**src/rtl/mlp_sequencer.sv**
```systemverilog
// rtl/mlp_sequencer.sv - two-layer MLP inference sequencer with per-row argmax result handshake
module mlp_sequencer #(
    parameter int N_ROW = 10,
    parameter int N_IN  = 50,
    parameter int N_HID = 20,
    parameter int N_OUT = 10,
    parameter int ACC_W = 40
) (
    input  logic               clk,
    input  logic               rst_n,
    input  logic               start,
    output logic               busy,
    output logic [8:0]         img_addr,
    input  logic [9:0]         img_data,
    output logic [9:0]         w1_addr,
    input  logic signed [15:0] w1_data,
    output logic [4:0]         b1_addr,
    input  logic signed [15:0] b1_data,
    output logic [7:0]         w2_addr,
    input  logic signed [15:0] w2_data,
    output logic [3:0]         b2_addr,
    input  logic signed [15:0] b2_data,
    output logic               class_valid,
    input  logic               class_ready,
    output logic [3:0]         class_idx,
    output logic [3:0]         class_row,
    output logic               done
);
    typedef enum logic [1:0] {IDLE, L1, L2, EMIT} state_t;

    localparam logic signed [ACC_W-1:0] RELU_MAX = ACC_W'(65535);

    state_t                  state;
    logic [3:0]              row;
    logic [4:0]              idx;
    logic [5:0]              cyc;
    logic signed [ACC_W-1:0] acc;
    logic signed [ACC_W-1:0] best;
    logic [3:0]              best_idx;
    logic [15:0]             hidden [N_HID];

    logic [4:0]              h_sel;
    logic signed [26:0]      prod1;
    logic signed [32:0]      prod2;
    logic signed [ACC_W-1:0] term;
    logic signed [ACC_W-1:0] base;
    logic signed [ACC_W-1:0] sum;
    logic [15:0]             relu;
    logic                    take_best;

    // Data for the element issued in cycle cyc-1 arrives in cycle cyc; cycle 1 folds in the bias.
    always_comb begin
        h_sel = (cyc == 6'd0) ? 5'd0 : 5'(cyc - 6'd1);
        prod1 = $signed({1'b0, img_data}) * w1_data;
        prod2 = $signed({1'b0, hidden[h_sel]}) * w2_data;
        if (state == L2) begin
            term = ACC_W'(prod2);
            base = (cyc == 6'd1) ? ACC_W'(b2_data) : acc;
        end else begin
            term = ACC_W'(prod1);
            base = (cyc == 6'd1) ? ACC_W'(b1_data) : acc;
        end
        sum = base + term;
        if (sum[ACC_W-1] || sum == '0) begin
            relu = 16'd0;
        end else if (sum > RELU_MAX) begin
            relu = 16'hFFFF;
        end else begin
            relu = sum[15:0];
        end
        take_best = (idx == 5'd0) || (sum > best);
    end

    always_ff @(posedge clk) begin
        if (!rst_n) begin
            state       <= IDLE;
            row         <= 4'd0;
            idx         <= 5'd0;
            cyc         <= 6'd0;
            acc         <= '0;
            best        <= '0;
            best_idx    <= 4'd0;
            busy        <= 1'b0;
            done        <= 1'b0;
            class_valid <= 1'b0;
            class_idx   <= 4'd0;
            class_row   <= 4'd0;
            img_addr    <= 9'd0;
            w1_addr     <= 10'd0;
            b1_addr     <= 5'd0;
            w2_addr     <= 8'd0;
            b2_addr     <= 4'd0;
        end else begin
            done <= 1'b0;
            case (state)
                IDLE: begin
                    if (start) begin
                        state    <= L1;
                        busy     <= 1'b1;
                        row      <= 4'd0;
                        idx      <= 5'd0;
                        cyc      <= 6'd0;
                        img_addr <= 9'd0;
                        w1_addr  <= 10'd0;
                        b1_addr  <= 5'd0;
                    end
                end
                L1: begin
                    if (cyc != 6'd0) acc <= sum;
                    if (cyc == 6'(N_IN)) begin
                        hidden[idx] <= relu;
                        cyc         <= 6'd0;
                        if (idx == 5'(N_HID - 1)) begin
                            state   <= L2;
                            idx     <= 5'd0;
                            w2_addr <= 8'd0;
                            b2_addr <= 4'd0;
                        end else begin
                            idx      <= idx + 5'd1;
                            img_addr <= 9'(row * N_IN);
                            w1_addr  <= 10'((idx + 5'd1) * N_IN);
                            b1_addr  <= idx + 5'd1;
                        end
                    end else begin
                        cyc <= cyc + 6'd1;
                        if (cyc == 6'(N_IN - 1)) begin
                            img_addr <= 9'd0;
                            w1_addr  <= 10'd0;
                            b1_addr  <= 5'd0;
                        end else begin
                            img_addr <= img_addr + 9'd1;
                            w1_addr  <= w1_addr + 10'd1;
                        end
                    end
                end
                L2: begin
                    if (cyc != 6'd0) acc <= sum;
                    if (cyc == 6'(N_HID)) begin
                        cyc <= 6'd0;
                        if (take_best) begin
                            best     <= sum;
                            best_idx <= 4'(idx);
                        end
                        if (idx == 5'(N_OUT - 1)) begin
                            state       <= EMIT;
                            class_valid <= 1'b1;
                            class_idx   <= take_best ? 4'(idx) : best_idx;
                            class_row   <= row;
                        end else begin
                            idx     <= idx + 5'd1;
                            w2_addr <= 8'((idx + 5'd1) * N_HID);
                            b2_addr <= 4'(idx + 5'd1);
                        end
                    end else begin
                        cyc <= cyc + 6'd1;
                        if (cyc == 6'(N_HID - 1)) begin
                            w2_addr <= 8'd0;
                            b2_addr <= 4'd0;
                        end else begin
                            w2_addr <= w2_addr + 8'd1;
                        end
                    end
                end
                EMIT: begin
                    if (class_ready) begin
                        class_valid <= 1'b0;
                        if (row == 4'(N_ROW - 1)) begin
                            state <= IDLE;
                            busy  <= 1'b0;
                            done  <= 1'b1;
                            row   <= 4'd0;
                        end else begin
                            state    <= L1;
                            row      <= row + 4'd1;
                            idx      <= 5'd0;
                            cyc      <= 6'd0;
                            img_addr <= 9'((row + 4'd1) * N_IN);
                            w1_addr  <= 10'd0;
                            b1_addr  <= 5'd0;
                        end
                    end
                end
                default: state <= IDLE;
            endcase
        end
    end
endmodule

```
**config.mk**
```make
export PLATFORM = sky130hd
export DESIGN_NAME = mlp_sequencer
export DESIGN_NICKNAME = d
export VERILOG_FILES = /design/src/rtl/mlp_sequencer.sv
export SDC_FILE = /design/constraint.sdc
export NUM_CORES = 2
export LEC_CHECK = 0
export ABC_CLOCK_PERIOD_IN_PS = 20100
export CAP_MARGIN = 10
export CORE_ASPECT_RATIO = 0.7
export CORE_MARGIN = 5
export CORE_UTILIZATION = 60
export DETAILED_ROUTE_END_ITERATION = 16
export GPL_TIMING_DRIVEN = 0
export PLACE_DENSITY = 0.78
export SYNTH_ARGS = -nofsm -noshare
export SYNTH_HDL_FRONTEND = slang
export SYNTH_SLANG_ARGS = --single-unit
```
**constraint.sdc**
```tcl
create_clock -name clk -period 20.1 [get_ports clk]
set_input_delay 2.01 -clock clk [delete_from_list [all_inputs] [get_ports clk]]
set_output_delay 2.01 -clock clk [all_outputs]
set_load 0.01 [all_outputs]
```
==> impl_metrics.env <==
export IMPL_core_area_sq_mm=0.06451
export IMPL_finalWirelength_um=108500
export IMPL_synth_cells=3926
export IMPL_dieArea_sq_mm=0.07004
export IMPL_cp_required_ns=20.59
export IMPL_endpoint_kind="flop"
export IMPL_grt_pass1_wl_um=170100
export IMPL_crit_type="reg2reg"
export IMPL_final_cells=5026
export IMPL_worstMarginPinSlew_ns=1.367
export IMPL_cts_root_buf="clkbuf_16"
export IMPL_cp_max_fo=11
export IMPL_clock_sinks=468
export IMPL_yosysWarnings=0
export IMPL_cts_resized=0
export IMPL_clk_pin_slew_ns=0.07
export IMPL_wl_per_cell_um=21.58
export IMPL_slew_headroom_pct=8.453
export IMPL_synth_area_sq_mm=0.03886
export IMPL_cpMostUsedCell="clkbuf_1"
export IMPL_ant_nets=0
export IMPL_synth_cell_types=82
export IMPL_min_period_ns=19.32
export IMPL_max_freq_mhz=51.76
export IMPL_worstSkewPairLatency_ns=0.62
export IMPL_critPathLaunchType="flop"
export IMPL_antennaDiodeCount=0
export IMPL_drive_above_1_share_pct=5.065
export IMPL_grt_use_total_pct=30.70
export IMPL_drt_pass1_iter_count=6
export IMPL_yosysTopAreaCell="edfxtp_1"
export IMPL_synth_commonest_cells="inv_1, nand2_1, fa_1"
export IMPL_drt_iter0_drc=3505
export IMPL_ys_ff_latch=468
export IMPL_io_buffers=110
export IMPL_dieWidth_um=314.2
export IMPL_post_route_util_pct=66.58
export IMPL_synth_edf_count=320
export IMPL_cp_slowest_cell="clkbuf_1"
export IMPL_rows=78
export IMPL_cts_tree="yes"
export IMPL_initial_core_util_pct=60.24
export IMPL_fillers=4958
export IMPL_vias=30370
export IMPL_post_cts_buffers=0
export IMPL_worst_ep_arrival_time_ns=19.81
export IMPL_hold_viol_final=0
export IMPL_grt_max_degree=21
export IMPL_grt_overflow=0
export IMPL_syn_area_per_cell_sq_um=9.899
export IMPL_skew_ns=0.05444
export IMPL_yosysSeqAreaShare_pct=32.35
export IMPL_hp_class="reg2reg"
export IMPL_hold_buffers=0
export IMPL_cpLargestDelayFamily="buffers and inverters"
export IMPL_dp_cells=4943
export IMPL_area_growth_syn_to_layout_pct=10.51
export IMPL_hpwl_um=84140
export IMPL_antenna_found_initial=1
export IMPL_die_h_um=222.9
export IMPL_synth_top_area_share_pct=24.73
export IMPL_synth_area_leaders="edfxtp_1, fa_1, ha_1"
export IMPL_place_congestion=0.9621
export IMPL_htreeDepth=2
export IMPL_report_final_slew_viol_count=0
export IMPL_setup_viol=0
export IMPL_fin_tns_setup_ns=0
export IMPL_synth_flop_cell="edfxtp_1"
export IMPL_period_share_pct=96.12
export IMPL_drv_cap=0
export IMPL_rsz0062_at_grt="false"
export IMPL_io_pins=125
export IMPL_timing_critical_path_buf_inv=16
export IMPL_syn_num_nets=4662
export IMPL_timing_rr_start="cyc[0]"
export IMPL_worstHoldStart="best[35]"
export IMPL_cpPeakStageDelay_ns=0.65
export IMPL_via_per_inst=6.042
export IMPL_post_route_drc_count=0
export IMPL_synth_most_common_cell="inv_1"
export IMPL_async_reset_ff_share_pct=0
export IMPL_clockBufferDepth=3
export IMPL_hold_slack_ns=0.4553
export IMPL_grt_pass1_vias=29930
export IMPL_status="finished clean"
export IMPL_cts_buffers=44
export IMPL_startpoint="cyc[0]"
export IMPL_nets=4848
cell families (layout without fill, tap and decap cells):
kind of cell | count (synthesis) | count (layout) | synth area share (%)
simple gates | 1171 | 1171 | 14.48
fa+ha+maj | 658 | 658 | 27.81
xor+xnor | 122 | 122 | 2.750
buf+inv | 690 | 910 | 6.710
compound gates | 712 | 712 | 12.12
mux | 105 | 105 | 3.777
flops | 468 | 468 | 32.35
tightest hold or removal path: cells and delay by family (launching register included):
family | cells | cell delay, ns
muxes | 1 | 0.05
DFF | 1 | 0.31
and+or+nand+nor | 1 | 0.05
layer usage:
metal / global-route usage (%) / wire length (um)
met2: 45.62 / 46350
met4: 7.328 / 2720
met1: 45.74 / 45750
met5: 0 / 14
met3: 7.763 / 13640
through the flow:
| stage | setup slack [ns] | cell area, sq um |
|---|---|---|
| after global routing | 0.09003 | 42950 |
| final | 0.7803 | 42950 |
| after CTS | 0.5187 | 42920 |
| after detailed placement | 0.6958 | 41440 |
| after floorplan | 6.012 | 38860 |
| after global placement | 1.003 | 41060 |
sequential cells by signal, summed over array words and instances, names as in the netlist, 5 cells and up:
| signal | flops |
|---|---|
| b1_addr | 5 |
| best | 40 |
| img_addr | 9 |
| cyc | 6 |
| acc | 40 |
| w1_addr | 10 |
| idx | 5 |
| hidden | 320 |
| w2_addr | 8 |
layout by cell type, fill, tap and decap left out, types with 13 or more instances in the layout:
master / count
clkdlybuf4s50_1: 110
or2_2: 13
edfxtp_1: 320
a22oi_1: 44
nand4_1: 25
xor2_1: 47
nor3_1: 36
mux2i_1: 60
a21o_1: 57
buf_2: 16
nand2_1: 458
a221oi_1: 39
dfxtp_1: 148
clkbuf_1: 171
and3_1: 27
nor2_1: 183
inv_1: 500
nand3_1: 54
o21a_1: 35
a211oi_1: 64
a211o_1: 18
a21oi_1: 210
mux4_2: 32
o21ai_0: 109
nor2b_1: 96
and2_1: 161
nand2b_1: 58
fa_1: 343
mux2_2: 13
a31oi_1: 20
buf_8: 14
nor2_2: 18
ha_1: 315
xnor2_1: 75
clkbuf_16: 44
worst paths after layout:
check / endpoint / slack, ns / cells after the start
min: best[35] / 0.46 / 2
max: best[15] / 0.78 / 60
min reg2reg: best[35] / 0.46 / 2
max reg2reg: best[15] / 0.78 / 60
area by class of cell:
type | count | area [sq um] | area share, %
multi-input combinational | 2768 | 23750 | 55.29
sequential | 468 | 12570 | 29.27
inverter | 502 | 1884 | 4.387
timing repair buffer | 140 | 1438 | 3.347
clock buffer | 62 | 1220 | 2.840
tap | 880 | 1101 | 2.564
buffer | 188 | 726.9 | 1.693
clock inverter | 18 | 259.0 | 0.6031
Power is not shown: default switching activity piles up to over one toggle a cycle in this logic, so the estimate is an artifact.
